$ cat src/rtl/ahbl_stream_slave_if.sv
// Bus bundle for ahbl_stream_slave: AHB-Lite responder signals plus the TX/RX word streams.
// The master modport is the view of the interconnect and stream endpoints that drive the block.
interface ahbl_stream_slave_if;
    logic        HSEL;
    logic [31:0] HADDR;
    logic [1:0]  HTRANS;
    logic        HWRITE;
    logic [2:0]  HSIZE;
    logic        HREADY;
    logic [31:0] HWDATA;
    logic [31:0] HRDATA;
    logic        HREADYOUT;
    logic        HRESP;
    logic [31:0] tx_data;
    logic        tx_valid;
    logic        tx_ready;
    logic [31:0] rx_data;
    logic        rx_valid;
    logic        rx_ready;

    modport slave (
        input  HSEL, HADDR, HTRANS, HWRITE, HSIZE, HREADY, HWDATA,
        input  tx_ready, rx_data, rx_valid,
        output HRDATA, HREADYOUT, HRESP,
        output tx_data, tx_valid, rx_ready
    );

    modport master (
        output HSEL, HADDR, HTRANS, HWRITE, HSIZE, HREADY, HWDATA,
        output tx_ready, rx_data, rx_valid,
        input  HRDATA, HREADYOUT, HRESP,
        input  tx_data, tx_valid, rx_ready
    );
endinterface

$ cat src/rtl/ahbl_stream_slave.sv
// AHB-Lite responder bridging bus writes into a TX stream FIFO and an RX stream FIFO into bus reads.
// Bus outputs decode registered state and counts only, so no input reaches an output combinationally.
module ahbl_stream_slave #(
    parameter int DEPTH   = 8,
    parameter int TIMEOUT = 16
) (
    input  logic              HCLK,
    input  logic              HRESETn,
    ahbl_stream_slave_if.slave bus
);
    localparam int AW = $clog2(DEPTH);
    localparam int CW = AW + 1;
    localparam logic [CW-1:0] FULL_COUNT  = CW'(DEPTH);
    localparam logic [7:0]    TIMEOUT_CNT = 8'(TIMEOUT);
    localparam logic [7:0]    ADDR_DATA   = 8'h00;
    localparam logic [7:0]    ADDR_STATUS = 8'h04;
    localparam logic [7:0]    ADDR_CTRL   = 8'h08;

    typedef enum logic [2:0] {
        S_IDLE,
        S_DPHASE,
        S_WAIT,
        S_ERR1,
        S_ERR2
    } state_t;

    state_t      r_state;
    logic [7:0]  r_addr;
    logic        r_write;
    logic [2:0]  r_size;
    logic [7:0]  r_waitCnt;

    logic [31:0]   r_txMem [DEPTH];
    logic [AW-1:0] r_txRd;
    logic [AW-1:0] r_txWr;
    logic [CW-1:0] r_txCount;
    logic [31:0]   r_rxMem [DEPTH];
    logic [AW-1:0] r_rxRd;
    logic [AW-1:0] r_rxWr;
    logic [CW-1:0] r_rxCount;

    logic        w_capture;
    logic        w_badSize;
    logic        w_dataPhase;
    logic        w_isData;
    logic        w_isStatus;
    logic        w_isCtrl;
    logic        w_ready;
    logic        w_resp;
    logic        w_complete;
    logic [7:0]  w_waitNext;
    logic        w_txFull;
    logic        w_txEmpty;
    logic        w_rxFull;
    logic        w_rxEmpty;
    logic        w_txPush;
    logic        w_txPop;
    logic        w_txFlush;
    logic        w_rxPush;
    logic        w_rxPop;
    logic        w_rxFlush;
    logic [7:0]  w_txLevel;
    logic [7:0]  w_rxLevel;
    logic [31:0] w_status;
    logic [31:0] w_rdata;
    logic        w_unused;

    assign w_unused    = ^{bus.HADDR[31:8], bus.HTRANS[0]};

    assign w_capture   = bus.HSEL && bus.HTRANS[1] && bus.HREADY;
    assign w_badSize   = (bus.HADDR[7:0] == ADDR_DATA) && (bus.HSIZE != 3'd2);
    assign w_dataPhase = (r_state == S_DPHASE) || (r_state == S_WAIT);
    assign w_isData    = (r_addr == ADDR_DATA);
    assign w_isStatus  = (r_addr == ADDR_STATUS);
    assign w_isCtrl    = (r_addr == ADDR_CTRL);
    assign w_complete  = w_dataPhase && w_ready;
    assign w_waitNext  = r_waitCnt + 8'd1;

    assign w_txFull    = (r_txCount == FULL_COUNT);
    assign w_txEmpty   = (r_txCount == '0);
    assign w_rxFull    = (r_rxCount == FULL_COUNT);
    assign w_rxEmpty   = (r_rxCount == '0);

    assign w_txPush    = w_complete && w_isData && r_write;
    assign w_txPop     = !w_txEmpty && bus.tx_ready;
    assign w_txFlush   = w_complete && w_isCtrl && r_write && bus.HWDATA[0];
    assign w_rxPush    = bus.rx_valid && !w_rxFull;
    assign w_rxPop     = w_complete && w_isData && !r_write;
    assign w_rxFlush   = w_complete && w_isCtrl && r_write && bus.HWDATA[1];

    assign w_txLevel   = 8'(r_txCount);
    assign w_rxLevel   = 8'(r_rxCount);
    assign w_status    = {8'h00, w_rxLevel, w_txLevel, 4'h0, w_rxFull, w_rxEmpty, w_txFull, w_txEmpty};

    // Only DATA accesses can stall; their readiness comes from the registered FIFO counts.
    always_comb begin
        w_ready = 1'b1;
        w_resp  = 1'b0;
        unique case (r_state)
            S_DPHASE, S_WAIT: begin
                if (w_isData) begin
                    w_ready = r_write ? !w_txFull : !w_rxEmpty;
                end
            end
            S_ERR1: begin
                w_ready = 1'b0;
                w_resp  = 1'b1;
            end
            S_ERR2: w_resp = 1'b1;
            default: ;
        endcase
    end

    always_comb begin
        w_rdata = '0;
        if (w_complete && !r_write) begin
            if (w_isData) begin
                w_rdata = r_rxMem[r_rxRd];
            end else if (w_isStatus) begin
                w_rdata = w_status;
            end else if (!w_isCtrl) begin
                w_rdata = 32'hDEAD_BEEF;
            end
        end
    end

    // A badly sized DATA access skips the data phase and goes straight into the error response.
    always_ff @(posedge HCLK or negedge HRESETn) begin
        if (!HRESETn) begin
            r_state   <= S_IDLE;
            r_addr    <= '0;
            r_write   <= 1'b0;
            r_size    <= '0;
            r_waitCnt <= '0;
        end else if (r_state == S_ERR1) begin
            r_state <= S_ERR2;
        end else if (w_dataPhase && !w_ready) begin
            r_waitCnt <= w_waitNext;
            r_state   <= (w_waitNext == TIMEOUT_CNT) ? S_ERR1 : S_WAIT;
        end else if (w_capture) begin
            r_addr    <= bus.HADDR[7:0];
            r_write   <= bus.HWRITE;
            r_size    <= bus.HSIZE;
            r_waitCnt <= '0;
            r_state   <= w_badSize ? S_ERR1 : S_DPHASE;
        end else begin
            r_state <= S_IDLE;
        end
    end

    always_ff @(posedge HCLK or negedge HRESETn) begin
        if (!HRESETn) begin
            r_txRd    <= '0;
            r_txWr    <= '0;
            r_txCount <= '0;
        end else if (w_txFlush) begin
            r_txRd    <= '0;
            r_txWr    <= '0;
            r_txCount <= '0;
        end else begin
            if (w_txPush) begin
                r_txWr <= r_txWr + AW'(1);
            end
            if (w_txPop) begin
                r_txRd <= r_txRd + AW'(1);
            end
            if (w_txPush && !w_txPop) begin
                r_txCount <= r_txCount + CW'(1);
            end else if (!w_txPush && w_txPop) begin
                r_txCount <= r_txCount - CW'(1);
            end
        end
    end

    always_ff @(posedge HCLK or negedge HRESETn) begin
        if (!HRESETn) begin
            r_rxRd    <= '0;
            r_rxWr    <= '0;
            r_rxCount <= '0;
        end else if (w_rxFlush) begin
            r_rxRd    <= '0;
            r_rxWr    <= '0;
            r_rxCount <= '0;
        end else begin
            if (w_rxPush) begin
                r_rxWr <= r_rxWr + AW'(1);
            end
            if (w_rxPop) begin
                r_rxRd <= r_rxRd + AW'(1);
            end
            if (w_rxPush && !w_rxPop) begin
                r_rxCount <= r_rxCount + CW'(1);
            end else if (!w_rxPush && w_rxPop) begin
                r_rxCount <= r_rxCount - CW'(1);
            end
        end
    end

    // Storage arrays carry no reset; the pointers and counts define which entries are live.
    always_ff @(posedge HCLK) begin
        if (w_txPush) begin
            r_txMem[r_txWr] <= bus.HWDATA;
        end
        if (w_rxPush) begin
            r_rxMem[r_rxWr] <= bus.rx_data;
        end
    end

    assign bus.HREADYOUT = w_ready;
    assign bus.HRESP     = w_resp;
    assign bus.HRDATA    = w_rdata;
    assign bus.tx_data   = r_txMem[r_txRd];
    assign bus.tx_valid  = !w_txEmpty;
    assign bus.rx_ready  = !w_rxFull;
endmodule

$ cat src/flat_wrapper.sv
// flat-port wrapper written by rule: the top's interface ports become plain ports
module ahbl_stream_slave_flat 
#(
    parameter int DEPTH   = 8,
    parameter int TIMEOUT = 16
)
  (HCLK, HRESETn, bus_HSEL, bus_HADDR, bus_HTRANS, bus_HWRITE, bus_HSIZE, bus_HREADY, bus_HWDATA, bus_tx_ready, bus_rx_data, bus_rx_valid, bus_HRDATA, bus_HREADYOUT, bus_HRESP, bus_tx_data, bus_tx_valid, bus_rx_ready);
  ahbl_stream_slave_if bus_i ();
  input  logic HCLK;
  input  logic HRESETn;
  input wire logic [$bits(bus_i.HSEL)-1:0] bus_HSEL;
  input wire logic [$bits(bus_i.HADDR)-1:0] bus_HADDR;
  input wire logic [$bits(bus_i.HTRANS)-1:0] bus_HTRANS;
  input wire logic [$bits(bus_i.HWRITE)-1:0] bus_HWRITE;
  input wire logic [$bits(bus_i.HSIZE)-1:0] bus_HSIZE;
  input wire logic [$bits(bus_i.HREADY)-1:0] bus_HREADY;
  input wire logic [$bits(bus_i.HWDATA)-1:0] bus_HWDATA;
  input wire logic [$bits(bus_i.tx_ready)-1:0] bus_tx_ready;
  input wire logic [$bits(bus_i.rx_data)-1:0] bus_rx_data;
  input wire logic [$bits(bus_i.rx_valid)-1:0] bus_rx_valid;
  output wire logic [$bits(bus_i.HRDATA)-1:0] bus_HRDATA;
  output wire logic [$bits(bus_i.HREADYOUT)-1:0] bus_HREADYOUT;
  output wire logic [$bits(bus_i.HRESP)-1:0] bus_HRESP;
  output wire logic [$bits(bus_i.tx_data)-1:0] bus_tx_data;
  output wire logic [$bits(bus_i.tx_valid)-1:0] bus_tx_valid;
  output wire logic [$bits(bus_i.rx_ready)-1:0] bus_rx_ready;
  assign bus_i.HSEL = bus_HSEL;
  assign bus_i.HADDR = bus_HADDR;
  assign bus_i.HTRANS = bus_HTRANS;
  assign bus_i.HWRITE = bus_HWRITE;
  assign bus_i.HSIZE = bus_HSIZE;
  assign bus_i.HREADY = bus_HREADY;
  assign bus_i.HWDATA = bus_HWDATA;
  assign bus_i.tx_ready = bus_tx_ready;
  assign bus_i.rx_data = bus_rx_data;
  assign bus_i.rx_valid = bus_rx_valid;
  assign bus_HRDATA = bus_i.HRDATA;
  assign bus_HREADYOUT = bus_i.HREADYOUT;
  assign bus_HRESP = bus_i.HRESP;
  assign bus_tx_data = bus_i.tx_data;
  assign bus_tx_valid = bus_i.tx_valid;
  assign bus_rx_ready = bus_i.rx_ready;
  ahbl_stream_slave #(.DEPTH(DEPTH), .TIMEOUT(TIMEOUT)) u_core (.HCLK(HCLK), .HRESETn(HRESETn), .bus(bus_i));
endmodule
$ cat config.mk
export PLATFORM = sky130hd
export DESIGN_NAME = ahbl_stream_slave_flat
export DESIGN_NICKNAME = d
export VERILOG_FILES = /design/src/rtl/ahbl_stream_slave_if.sv /design/src/rtl/ahbl_stream_slave.sv /design/src/flat_wrapper.sv
export SDC_FILE = /design/constraint.sdc
export NUM_CORES = 1
export LEC_CHECK = 0
export ABC_AREA = 1
export BUFFER_PORTS_ARGS = -buffer_cell sky130_fd_sc_hd__buf_2
export CORE_ASPECT_RATIO = 1.5
export CORE_UTILIZATION = 45
export DETAILED_ROUTE_END_ITERATION = 7
export HOLD_SLACK_MARGIN = 0.03
export PLACE_DENSITY_LB_ADDON = 0.3
export RECOVER_POWER = 100
export SYNTH_ARGS = -nofsm -noshare
export SYNTH_HDL_FRONTEND = slang
export SYNTH_SLANG_ARGS = --single-unit
$ cat constraint.sdc
create_clock -name HCLK -period 3.7 [get_ports HCLK]
set_input_delay 0.555 -clock HCLK [delete_from_list [all_inputs] [get_ports HCLK]]
set_output_delay 0.555 -clock HCLK [all_outputs]
set_load 0.005 [all_outputs]
Word-level counts from Yosys, hierarchy flattened
Memory sizes are Yosys's and may differ from the RTL's.
Cells that the tools add are included.

word-level totals
  output and inout bits = 68
  input bits = 108
  flip-flop bits (word level) = 40
  memories = 2
  bits in writable memories = 512

cells by class
  reductions and logical operators = 45
  $add $sub $neg = 9
  equal/unequal tests = 10
  bitwise operators = 2
  multiplexer cells = 33

memory list
  name            words  width  rd ports  clocked after Yosys merged registers in  wr ports  line                     source
  u_core.r_rxMem  8      32     1         0                                        1         ahbl_stream_slave.sv:37  logic [31:0] r_rxMem [DEPTH];
  u_core.r_txMem  8      32     1         0                                        1         ahbl_stream_slave.sv:33  logic [31:0] r_txMem [DEPTH];

operator list
  kind                                                                      number
  32-bit two-way mux                                                        4
  3-bit two-way mux                                                         11
  4-bit two-way mux                                                         6
  1-bit logical AND                                                         19
  8-bit zero test                                                           2
  8-bit two-way mux                                                         2
  3-bit by 1-bit adder with 3-bit output (second input constant)            4
  1-bit zero test                                                           10
  2-bit nonzero test                                                        5
  4-bit by 1-bit adder with 4-bit output (second input constant)            2
  8-bit by 1-bit adder with 8-bit output (second input constant)            1
  4-bit equality test (second input constant)                               2
  8-bit by 3-bit equality test with 1-bit output (second input constant)    1
  8-bit by 4-bit equality test with 1-bit output (second input constant)    1
  8-bit by 5-bit equality test with 1-bit output (second input constant)    1
  4-bit zero test                                                           2
  1-bit two-way mux                                                         8
  4-bit by 1-bit subtractor with 4-bit output (second input constant)       2
  3-bit by 2-bit equality test with 1-bit output (second input constant)    2
  3-bit nonzero test                                                        2
  2-bit OR reduction                                                        2
  3-bit by 1-bit equality test with 1-bit output (second input constant)    1
  3-bit equality test (second input constant)                               1
  3-bit by 2-bit inequality test with 1-bit output (second input constant)  1
  6 further kinds                                                           7

Logic depth before layout (Yosys ltp)
  word-level depth = 13
  gate-level depth with buffers = 16

Worst setup path before layout
No wires, ideal clock.

  path type = register to register
  from = register u_core.r_addr[1]
  to = memory u_core.r_txMem[1][0] (enable)
  required time = 3.279 ns
  data arrival time = 2.502 ns
  clock period less this slack = 2.923 ns
  setup time = 0.421 ns
  stages on the path, launching flop included = 8
  slack = 0.777 ns
  cells stage by stage = dfrtp_1 -> nor2_2 -> nand3_2 -> nor2_8 -> nand4_1 -> inv_1 -> nand2_1 -> nor2_1

on the way
  word-level cells in the longest chain between the ends = 8

ends and longest elaborated chain
  element                                    line                      source
  from (decl)                                ahbl_stream_slave.sv:28   logic [7:0] r_addr;
  from (signal assigned)                     ahbl_stream_slave.sv:141  r_addr <= bus.HADDR[7:0];
  8-bit zero test *                          ahbl_stream_slave.sv:73   assign w_isData = (r_addr == ADDR_DATA);
  1-bit two-way mux                          ahbl_stream_slave.sv:101  if (w_isData) begin
  1-bit one-hot mux with 2 select lines      ahbl_stream_slave.sv:99   unique case (r_state)
  1-bit logical AND                          ahbl_stream_slave.sv:76   assign w_complete = w_dataPhase && w_ready;
  1-bit logical AND * (2 in series)          ahbl_stream_slave.sv:84   assign w_txPush = w_complete && w_isData && r_write;
  1-bit two-way mux *                        ahbl_stream_slave.sv:201  if (w_txPush) begin
  1-bit two-way mux (not written as such) *  ahbl_stream_slave.sv:202  r_txMem[r_txWr] <= bus.HWDATA;
  to (decl)                                  ahbl_stream_slave.sv:33

Mark *: on every way between the ends. The rest lies on a longest branch, timed or not.

Final worst setup path
  from = register u_core.r_txRd[0]
  to = output port bus_tx_data[14]

on the way
  word-level cells in the longest chain between the ends = 1

ends and longest elaborated chain
  element                 line                      source
  from (decl)             ahbl_stream_slave.sv:34   logic [AW-1:0] r_txRd;
  from (signal assigned)  ahbl_stream_slave.sv:165  r_txRd <= r_txRd + AW'(1);
  memory 8 x 32 bit       -
  to (decl)               flat_wrapper.sv:24        output wire logic [$bits(bus_i.tx_data)-1:0] bus_tx_data;

No other way between the ends.

==> run metrics <==
Setup crit end kind=output pin; Hold WS=239 ps; Util after Layout=0.516; Total Routing Usage GR=0.204; CORE AREA=49700 um^2; Max Root-Sink Buffers=3; run status=finished, violations left; violated checks=max-capacitance violations, max-slew violations; synthesized instance count=1887; DRC Markers=0; first-pass GRT wire length=79800 um; Layout Cells excl Fill=2726; DR pass1 iterations=5; Setup Viol. Count Final=0; synthesis-to-layout area growth=13.2%; CTS tree=done; FP Rows=100; share of the synthesized area in the top cell type=0.679; largest net degree at the start of global routing=131; Top cell by count, worst path=nand2_1; Tcrit/Tclk final=0.940; crit-path max FO=130; Die ar.=51200 um^2; Distinct cells, synth=37; die span in x=185 um; Worst Setup Start Kind=flop; hold violation count in the final report=0; CP max stage delay=990 ps; vias post-DR=15.0k; synth warn=0; post-synthesis register bit count=552; internal power=0.0117 W; final net count=2143; Max Cap Violations=3; Sw Share=0.322; Routed Antenna Nets=0; static leakage=9.17 nW; CTS root buf=clkbuf_16; Power Dens Cells=675 nW/um^2; chip height=277 um; Clk pwr share=0.294; antenna violations before repair=2; RePlAce Congestion=0.801; Filler Cells Inserted=4292; PortBufs=150; Tmin final=3480 ps; Net Sw Power=0.00557 W; Clock Latency Late Sink=590 ps; syn nets=2009; Hold Crit Class=primary input to flop; Synth area leaders=edfxtp_1 68%, nand2_1 6.6%, nor2_1 4.7%; top sig layer=met5; worst vdd ir=0.452 mV; initial core utilization=0.456; number of global-route vias before repair=14.9k; Least-Margin Pin Slew=2250 ps; RSZ-0062 raised after global routing=no; vias per cell=5.49; hpwl dp=29400 um; io pins=176; CTS sink cnt=552; CP Data Arrival Time=2920 ps; sequential area share after synthesis=0.723; Final Max Slew Viols=72; CP max stage cell=buf_4; skew final=18.9 ps; Mean Syn Cell Area=12.0 um^2; post-synth top area cell=edfxtp_1; WP data required=3140 ps; maximum clock rate=288 MHz; DR WL/cell=19.2 um; CP cell instances=buf_4, nor2_1, o32ai_1, nand2_1, nand2_1, clkbuf_1; Async SR Flop Fraction=0.0725; TNS Setup=0 ps; Synth Flop Type=edfxtp_1; worst slew margin relative to its limit=-0.499; share of power burned in registers=0.448; grt ovf=0; DR WL met2=27000 um; placed cell count=2631; CP Class=flop to output pin; final wirelength=52400 um; hold buffer count at CTS=0; Met3 Wirelength=3320 um; EDFF count, synth=512; H-tree levels=2; synthesized area=22600 um^2; WL met1=20200 um; layout cells sized above 1=0.0902; Comb pwr share=0.258; Clk pin slew, worst setup/hold paths=60 ps; CTS Buf Count=51; Starting DRT DRC Count=1081
## area by class of cell
cell class	count	area, um^2	share of cell area
inverter	61	233	0.00908
tap	663	830	0.0324
clock buffer	70	1380	0.0538
timing repair buffer	186	951	0.0371
multi-input combinational	1169	5610	0.219
antenna	1	2.50	0.0000976
clock inverter	24	234	0.00913
sequential	552	16400	0.639
## kinds of logic (layout without fill, tap and decap cells)
family,count (synthesis),after routing,share of synthesized area
buffers and inverters,166,341,0.0306
adders and majority gates,14,14,0.00840
DFF,552,552,0.723
xor gates and xnor gates,11,11,0.00426
other,0,1,0
AOI/OAI and AO/OA,250,250,0.0681
and+or+nand+nor,894,894,0.165
## path summary, 6_finish.rpt
| kind | startpoint | slack (ps) | cells after the start | endpoint |
|---|---|---|---|---|
| max | u_core.r_txRd[0] | 220 | 6 | bus_tx_data[14] |
| min | bus_HWRITE | 240 | 3 | u_core.r_write |
| max reg2reg | u_core.r_rxCount[1] | 320 | 7 | u_core.r_rxMem[7][27] |
| min reg2reg | u_core.r_addr[4] | 500 | 2 | u_core.r_addr[4] |
| max in group asynchronous | HRESETn | 1460 | 1 | u_core.r_txRd[1] |
| min in group asynchronous | HRESETn | 630 | 1 | u_core.r_waitCnt[6] |
## worst max-delay path: cells and delay by family, from the launching register on
family,cells,cell delay [ps]
buffers and inverters,2,1110
AOI/OAI and AO/OA,1,360
and+or+nand+nor,3,350
DFF,1,410
## power groups by stage
stage                     combinational (W)  clock (W)  sequential, W
after global routing                0.00502    0.00546        0.00780
after floorplan                     0.00312          0        0.00767
final                               0.00446    0.00509        0.00774
after detailed placement            0.00459          0        0.00786
after CTS                           0.00461    0.00520        0.00773
after global placement              0.00441          0        0.00784
## cells in the mapped netlist, types with 3 or more instances
master	number
nor3_1	3
a31oi_1	14
buf_2	32
inv_2	3
nand2_4	5
nand3_1	171
nor2_1	284
clkbuf_1	55
dfrtp_1	40
ha_1	12
xor2_1	10
buf_4	4
nor2_2	12
nand4_1	11
buf_1	12
o22ai_1	15
edfxtp_1	512
nand2_1	400
o32ai_1	64
a21oi_1	45
o21ai_0	106
inv_1	57
## timing repair
item                                    in CTS  in global routing
endpoints found under the setup margin       1                  0
buffers inserted                             0                  0
resized for setup                            1                  0
## cells in the final DEF (no fill, tap or decap), drive strengths merged, types with 3 or more instances in the layout
| cell | instances |
|---|---|
| ha | 12 |
| inv | 63 |
| o21ai | 107 |
| edfxtp | 512 |
| nand3 | 174 |
| clkinv | 16 |
| xor2 | 10 |
| o22ai | 15 |
| nand4 | 12 |
| a21oi | 45 |
| nor3 | 3 |
| nor2 | 299 |
| a31oi | 14 |
| clkbuf | 193 |
| nand2 | 406 |
| o32ai | 64 |
| dfrtp | 40 |
| buf | 63 |
| bufinv | 4 |
## state kept, by name (all words and copies together), names as in the netlist, 3 cells and up
register and flops:
u_core.r_addr 8, u_core.r_rxCount 4, u_core.r_rxMem 256, u_core.r_rxRd 3, u_core.r_rxWr 3, u_core.r_state 3
u_core.r_txCount 4, u_core.r_txMem 256, u_core.r_txRd 3, u_core.r_txWr 3, u_core.r_waitCnt 8
## per-stage QoR
step,total power (W),cell area (um^2),worst slack (ps)
final,0.0173,25600,222
after global routing,0.0183,25600,43.3
after CTS,0.0175,25900,226
after detailed placement,0.0125,24300,663
after global placement,0.0122,24300,671
after floorplan,0.0108,22600,777
## per-layer routing
metal	track usage	vias to the layer above
li1	-	6969
met4	0.0896	4
met5	0	-
met3	0.0426	113
met1	0.232	7419
met2	0.365	459
(Power assumes the default switching activity.)
